--- src/rtl/pc_flow_ctrl_pkg.sv ---
// Shared definitions for the pc_flow_ctrl stage: return-stack operation codes
// and the constant clog2 helper used to size pointers and counters.
package pc_flow_ctrl_pkg;

    typedef enum logic [1:0] {
        OP_NONE    = 2'b00,
        OP_PUSH    = 2'b01,
        OP_POP     = 2'b10,
        OP_REPLACE = 2'b11
    } stack_op_e;

    // Ceiling log2; clog2(1) is 0, so callers size for at least one bit where needed.
    function automatic int clog2(input int value);
        int r;
        int v;
        r = 0;
        v = value - 1;
        while (v > 0) begin
            r++;
            v = v >> 1;
        end
        return r;
    endfunction

endpackage

--- src/rtl/pc_ret_stack.sv ---
// Circular return-address stack: DEPTH x NBITS register file, a modulo-DEPTH
// stack pointer and a saturating depth counter with sticky overflow/underflow.
module pc_ret_stack
    import pc_flow_ctrl_pkg::*;
#(
    parameter int NBITS = 8,
    parameter int DEPTH = 8,
    localparam int SPW  = clog2(DEPTH + 1)
) (
    input  logic             clk,
    input  logic             rst,
    input  logic             push,
    input  logic             pop,
    input  logic [NBITS-1:0] wdata,
    output logic [NBITS-1:0] top,
    output logic [SPW-1:0]   depth,
    output logic             ovf,
    output logic             unf
);

    localparam int AW = clog2(DEPTH);
    localparam logic [SPW-1:0] FULL = SPW'(DEPTH);
    localparam logic [AW-1:0]  LAST = AW'(DEPTH - 1);

    logic [NBITS-1:0] mem [DEPTH];
    logic [AW-1:0]    sp;
    logic [AW-1:0]    sp_inc;
    logic [AW-1:0]    sp_dec;
    logic [AW-1:0]    waddr;
    logic             wen;
    logic             empty;
    logic             full;
    stack_op_e        op;

    // Pointer wraps explicitly so non-power-of-two depths behave as a true modulo counter.
    always_comb begin
        op = OP_NONE;
        case ({pop, push})
            2'b01:   op = OP_PUSH;
            2'b10:   op = OP_POP;
            2'b11:   op = OP_REPLACE;
            default: op = OP_NONE;
        endcase
        empty  = (depth == '0);
        full   = (depth == FULL);
        sp_inc = (sp == LAST) ? '0 : sp + AW'(1);
        sp_dec = (sp == '0) ? LAST : sp - AW'(1);
        wen    = rst && (op == OP_PUSH || op == OP_REPLACE);
        waddr  = (op == OP_REPLACE && !empty) ? sp_dec : sp;
        top    = empty ? '0 : mem[sp_dec];
    end

    always_ff @(posedge clk) begin
        if (wen) begin
            mem[waddr] <= wdata;
        end
    end

    // A replace on an empty stack degenerates to a push, but still flags the missing pop.
    always_ff @(posedge clk) begin
        if (!rst) begin
            sp    <= '0;
            depth <= '0;
            ovf   <= 1'b0;
            unf   <= 1'b0;
        end else begin
            case (op)
                OP_PUSH: begin
                    sp <= sp_inc;
                    if (full) begin
                        ovf <= 1'b1;
                    end else begin
                        depth <= depth + SPW'(1);
                    end
                end
                OP_POP: begin
                    if (empty) begin
                        unf <= 1'b1;
                    end else begin
                        sp    <= sp_dec;
                        depth <= depth - SPW'(1);
                    end
                end
                OP_REPLACE: begin
                    if (empty) begin
                        sp    <= sp_inc;
                        depth <= depth + SPW'(1);
                        unf   <= 1'b1;
                    end
                end
                default: begin
                end
            endcase
        end
    end

endmodule

--- src/rtl/pc_flow_ctrl.sv ---
// Flow-control stage ahead of the PC: decodes jump/call/return strobes into the
// PC load/data inputs and manages the return-address stack.
module pc_flow_ctrl
    import pc_flow_ctrl_pkg::*;
#(
    parameter int NBITS = 8,
    parameter int DEPTH = 8,
    localparam int SPW  = clog2(DEPTH + 1)
) (
    input  logic             clk,
    input  logic             rst,
    input  logic             jmp,
    input  logic             call,
    input  logic             ret,
    input  logic [NBITS-1:0] tgt,
    input  logic [NBITS-1:0] addr,
    output logic             load,
    output logic [NBITS-1:0] data,
    output logic [SPW-1:0]   depth,
    output logic             ovf,
    output logic             unf
);

    logic [NBITS-1:0] top;

    pc_ret_stack #(
        .NBITS(NBITS),
        .DEPTH(DEPTH)
    ) u_stack (
        .clk  (clk),
        .rst  (rst),
        .push (call),
        .pop  (ret),
        .wdata(addr),
        .top  (top),
        .depth(depth),
        .ovf  (ovf),
        .unf  (unf)
    );

    // Combinational so the PC can mux the redirect into its register this cycle.
    always_comb begin
        load = 1'b0;
        data = '0;
        if (rst) begin
            load = jmp | call | ret;
            if (call) begin
                data = tgt;
            end else if (ret) begin
                data = top;
            end else if (jmp) begin
                data = tgt;
            end
        end
    end

endmodule
--- config.mk ---
export PLATFORM = sky130hd
export DESIGN_NAME = pc_flow_ctrl
export DESIGN_NICKNAME = d
export VERILOG_FILES = /design/src/rtl/pc_flow_ctrl_pkg.sv /design/src/rtl/pc_ret_stack.sv /design/src/rtl/pc_flow_ctrl.sv
export SDC_FILE = /design/constraint.sdc
export NUM_CORES = 1
export LEC_CHECK = 0
export ABC_AREA = 1
export BUFFER_PORTS_ARGS = -buffer_cell sky130_fd_sc_hd__buf_2
export CORE_MARGIN = 1.5
export CORE_UTILIZATION = 35
export CTS_CLUSTER_DIAMETER = 100
export DETAILED_ROUTE_END_ITERATION = 6
export PLACE_DENSITY = 0.49
export SYNTH_ARGS = -nofsm -noshare
export SYNTH_HDL_FRONTEND = slang
export SYNTH_SLANG_ARGS = --single-unit
--- constraint.sdc ---
create_clock -name clk -period 3.3 [get_ports clk]
set_clock_uncertainty 0.15 [all_clocks]
set_input_delay 0.495 -clock clk [delete_from_list [all_inputs] [get_ports clk]]
set_output_delay 0.495 -clock clk [all_outputs]
set_load 0.1 [all_outputs]
* Yosys cells after proc, flatten, opt, wreduce, memory -nomap -nowiden
Memories as Yosys holds them, arrays and structs flattened.
Cells that the tools add are included.
** Operators by class
- Reductions and logical operators :: 12
- Eq/ne operators :: 11
- Add/sub/neg operators :: 4
- Muxes and demuxes :: 19
- Bitwise gates (word level) :: 2
** Operator list (count)
- 8-bit 2-to-1 mux :: 5
- 3-bit 2-to-1 mux :: 5
- 4-bit 2-to-1 mux :: 3
- 4-bit one-hot mux with 3 select lines :: 1
- 3-bit one-hot mux with 3 select lines :: 1
- 2-bit == test, second input constant :: 4
- 2-bit one-hot mux with 3 select lines :: 1
- 4-bit by 1-bit adder with 4-bit output, second input constant :: 1
- 2-bit by 1-bit == test with 1-bit output, second input constant :: 2
- 4-bit == test, second input constant :: 1
- 4-bit logical NOT :: 1
- 2-bit != test, second input constant :: 2
- 2-bit AND reduction :: 2
- 4-bit AND reduction :: 1
- 4-bit by 1-bit subtractor with 4-bit output, second input constant :: 1
- 3-bit by 1-bit adder with 3-bit output, second input constant :: 1
- 3-bit == test, second input constant :: 1
- 3-bit logical NOT :: 1
- 1-bit 2-to-1 mux :: 3
- 3-bit AND reduction :: 1
- 3-bit nonzero test :: 1
- 3-bit by 1-bit subtractor with 3-bit output, second input constant :: 1
- 1-bit logical AND :: 2
- 2-bit by 1-bit != test with 1-bit output, second input constant :: 1
- 4 further kinds :: 5
** Storage, ports and cells
- Memories kept :: 1
- Bits of input ports :: 21
- Output and inout port bits :: 15
- Register bits after elaboration :: 9
- Word-level logic and storage cells :: 53
- Bits in writable memories :: 64
** Memory list
- u_stack.mem :: depth 8, bits a word 8, read ports 1, clocked after Yosys merged registers in 0, wr ports 1, RTL line pc_ret_stack.sv:25 : logic [NBITS-1:0] mem [DEPTH];

* Longest topological paths before layout
- Depth in word-level cells :: 7
- Depth in mapped cells :: 14
- Depth with buffers taken out :: 12

* Modules after synthesis
Synthesis repeated with hierarchy kept, for this count alone.
** Second synthesis, totals
- Cells, all modules :: 362
- Area, all modules :: 3606.0 um^2
** Modules (own cells, without submodules)
- pc_ret_stack :: seq. area each 2102.0 um^2, times used 1, cells an instance 330, area an instance 3400.8 um^2
- pc_flow_ctrl :: seq. area each 0.0 um^2, times used 1, cells an instance 32, area an instance 205.2 um^2

* Worst setup path before layout
Ideal clock, no wire load.
- Path type :: register to output
- Start point :: reg u_stack.sp[0]
- End point :: out data[1]
- Path buffers :: 4
- Path slack :: -0.684 ns
- Data required time :: 2.655 ns
- Stages on the path, launching flop included :: 13
- Arrival :: 3.339 ns
- Cell sequence :: dfxtp_1 > buf_2 > clkbuf_1 > inv_1 > ha_1 > buf_2 > clkinv_1 > buf_2 > nand3_1 > nand2_1 > nand2_1 > nand2_1 > a21oi_1
** On the way
- Word-level cells in the longest chain between the ends :: 7
- Elaborated cells on any way between the ends :: 8
- Those cells by class :: add/sub (1); mux (5); reduce/logical (1); memory (1)
** Ends and longest elaborated chain
- from (decl) :: RTL line pc_ret_stack.sv:26 : logic [AW-1:0] sp;
- from (signal assigned) :: RTL line pc_ret_stack.sv:69 : sp <= sp_inc;
- from (signal assigned) :: RTL line pc_ret_stack.sv:80 : sp <= sp_dec;
- from (signal assigned) :: RTL line pc_ret_stack.sv:86 : sp <= sp_inc;
- 3-bit by 1-bit subtractor with 3-bit output or 3-bit logical NOT (tied branches) :: RTL line pc_ret_stack.sv:47 : sp_dec = (sp == '0) ? LAST : sp - AW'(1);
- 3-bit 2-to-1 mux (*) :: RTL line pc_ret_stack.sv:47
- memory read 8 x 8 bit (*)
- 8-bit 2-to-1 mux (*) :: RTL line pc_ret_stack.sv:50 : top = empty ? '0 : mem[sp_dec];
- 8-bit 2-to-1 mux (*) :: RTL line pc_flow_ctrl.sv:49 : end else if (ret) begin
- 8-bit 2-to-1 mux (*) :: RTL line pc_flow_ctrl.sv:47 : if (call) begin
- 8-bit 2-to-1 mux (*) :: RTL line pc_flow_ctrl.sv:45 : if (rst) begin
- to (decl) :: RTL line pc_flow_ctrl.sv:18 : output logic [NBITS-1:0] data,
Mark *: on every way between the ends. The rest lies on a longest branch, timed or not.

* Worst setup path in the final report
- Start point :: reg u_stack.sp[1]
- End point :: out data[0]
The elaborated chain is that of the path after synthesis.

==> metrics.txt <==
Post-CTS Resized 0; initial antenna violation count 0; Pwr Density 727 mW/mm^2; P_int 1920 uW; commonest non-fill, non-tap cell in the layout nand2_1; layout cell share with drive strength beyond 1 22.2%; initial core utilization 35.9%; clock network fraction of design power 27.0%; DR WL met3 361 microns; HPWL Detailed 5780 microns; worst hold path class primary input to flop; root buf cell clkbuf_8; Top Ports 36; Initial DRT Pass Iterations 4; Rel. slew slack 63.5%; vias in the first global route 2514; # clock sinks 73; Max Slew Vio Count 0; Max Cap Viol 0; largest net degree at the start of global routing 27; die width 103 microns; Post-layout nets 447; Skew-Pair Late Insertion Delay 340 ps; Post-CTS Hold Fix Bufs 0; count of yosys warnings during synthesis 0; fmax 323 MHz; status complete, no violations; Post-DP Area 0.00407 sq mm; Placed Cells 541; diode count 0; total number of vias 2650; met2 WL 3890 microns; Yosys cell types 28; Peak VDD IR 288 uV; synthesized flop and latch total 73; classification of the worst setup path flop to output port; DIE HEIGHT 103 microns; post-DR vias/cell 4.77; Avg WL per Cell 14.6 microns; Synthesized Nets 396; highest routed layer met4; Worst Setup End Kind output port; Tmin final 3090 ps; final hold violation count 0; area delta synth->final 22.8%; Finished Cell Area 0.00431 sq mm; total gr overflow 0; startpoint types flop; final cell count without fillers 556; switch share 38.9%; drt drc 0; Logic pwr share 37.8%; first-pass GRT wire length 13000 microns; drt first-iter violations 90; fill count 981; clk slew on worst S/H paths 80 ps; RSZ-0062 raised after global routing yes; Placeable Area 0.00977 sq mm; crit path max fanout 26; Post-DRT Antenna Nets 0; commonest non-fill, non-tap cells in the layout nand2_1, edfxtp_1, nand3_1; Mapped Cells 368; met1 WL 3760 microns; Data arrival, critical path 2450 ps; final setup fails 0; CTS Buf Count 9; Seq/Total Area, Yosys 59.9%; syn_area_per_cell 9.54 sq um; Port Buf Inserts 35; data required time of the critical path 2650 ps; CTS tree built; share of power burned in registers 35.2%; row count 36; Post-Syn Area 0.00351 sq mm; global placement routability congestion 0.824; GRT Util Overall 17.1%; Leakage 0.00184 uW; P_sw 1220 uW; final wirelength 8130 microns; Bufs on Longest Clock Path 2; H-tree levels 3; Post-CTS Setup Bufs 0; overall power 3140 uW; period utilization 93.8%; Die ar. 0.0106 sq mm; worst-margin pin slew 546 ps
per-stage QoR:
step	TNS, ps	worst slack (ps)	utilization [%]	hold WS [ps]
6_report	0	206	44.1	277
3_3_place_gp	0	603	41.6	286
5_1_grt	-3.02	-2.64	44.1	274
3_5_place_dp	0	547	41.6	291
2_1_floorplan	-61.3	-61.3	-	354
4_1_cts	0	160	44.1	265
state kept, by name (all words and copies together), names as in the netlist:
name / flops
u_stack.depth: 4
u_stack.mem: 64
u_stack.ovf: 1
u_stack.sp: 3
u_stack.unf: 1
synth_stat cells, drive strengths merged:
library cell | number | area (sq um)
nand4 | 1 | 6.26
o21a | 1 | 7.51
nand3b | 5 | 37.5
xor2 | 2 | 17.5
a211oi | 1 | 7.51
inv | 49 | 186
clkbuf | 4 | 15.0
clkinv | 1 | 3.75
nor2 | 22 | 82.6
ha | 6 | 75.1
fa | 1 | 20.0
buf | 11 | 63.8
a21oi | 15 | 75.1
xnor2 | 1 | 8.76
dfxtp | 9 | 180
or2 | 1 | 8.76
nand2 | 95 | 367
o21ai | 15 | 97.6
edfxtp | 64 | 1920
nand3 | 64 | 330
routing by layer:
| layer | up-vias | global-route usage [%] |
|---|---|---|
| met1 | 1256 | 21.9 |
| met2 | 57 | 27.7 |
| met3 | 11 | 4.70 |
| li1 | 1326 | - |
| met5 | - | 0 |
| met4 | 0 | 6.34 |
cell type report:
type,instances,area [sq um],share of cell area (%)
inverter,50,193,4.47
multi-input combinational,230,1220,28.4
timing repair buffer,55,388,9.00
sequential,73,2100,48.8
tap,133,166,3.86
clock inverter,6,115,2.67
clock buffer,9,124,2.87
power by group through the flow:
stage	Sequential, uW	Combinational (uW)	Clock [uW]
after floorplan	1230	787	0
after global placement	1130	1190	0
after detailed placement	1130	1190	0
after CTS	1110	1200	859
after global routing	1110	1310	888
final	1110	1190	845
final timing paths:
| check | start | to | slack, ps | cells past startpoint |
|---|---|---|---|---|
| worst max register to register | u_stack.sp[1] | u_stack.mem[0][1] | 660 | 9 |
| worst max-delay path | u_stack.sp[1] | data[0] | 210 | 10 |
| worst min-delay path | addr[2] | u_stack.mem[6][2] | 280 | 1 |
| worst min register to register | u_stack.ovf | u_stack.ovf | 300 | 2 |
cells by family (layout without fill, tap and decap cells):
kind of cell / Yosys count / count (layout) / share of synthesized area [%]
AO/OA/AOI/OAI: 32 / 32 / 5.34
XOR/XNOR: 3 / 3 / 0.748
adder cells (fa/ha/maj): 7 / 7 / 2.71
buffers and inverters: 65 / 120 / 7.66
flip-flops: 73 / 73 / 59.9
AND/OR/NAND/NOR: 188 / 188 / 23.7
critical path, cell delays in order, from the launching register on:
cell     delay, ps
dfxtp_1        350
inv_1           90
ha_1           210
nand2_2         90
nand2_2        320
nand2_1        160
nand3_1         80
nand3_1        110
nand3_1        140
a21oi_4        130
buf_2          430
(Power assumes the default switching activity.)
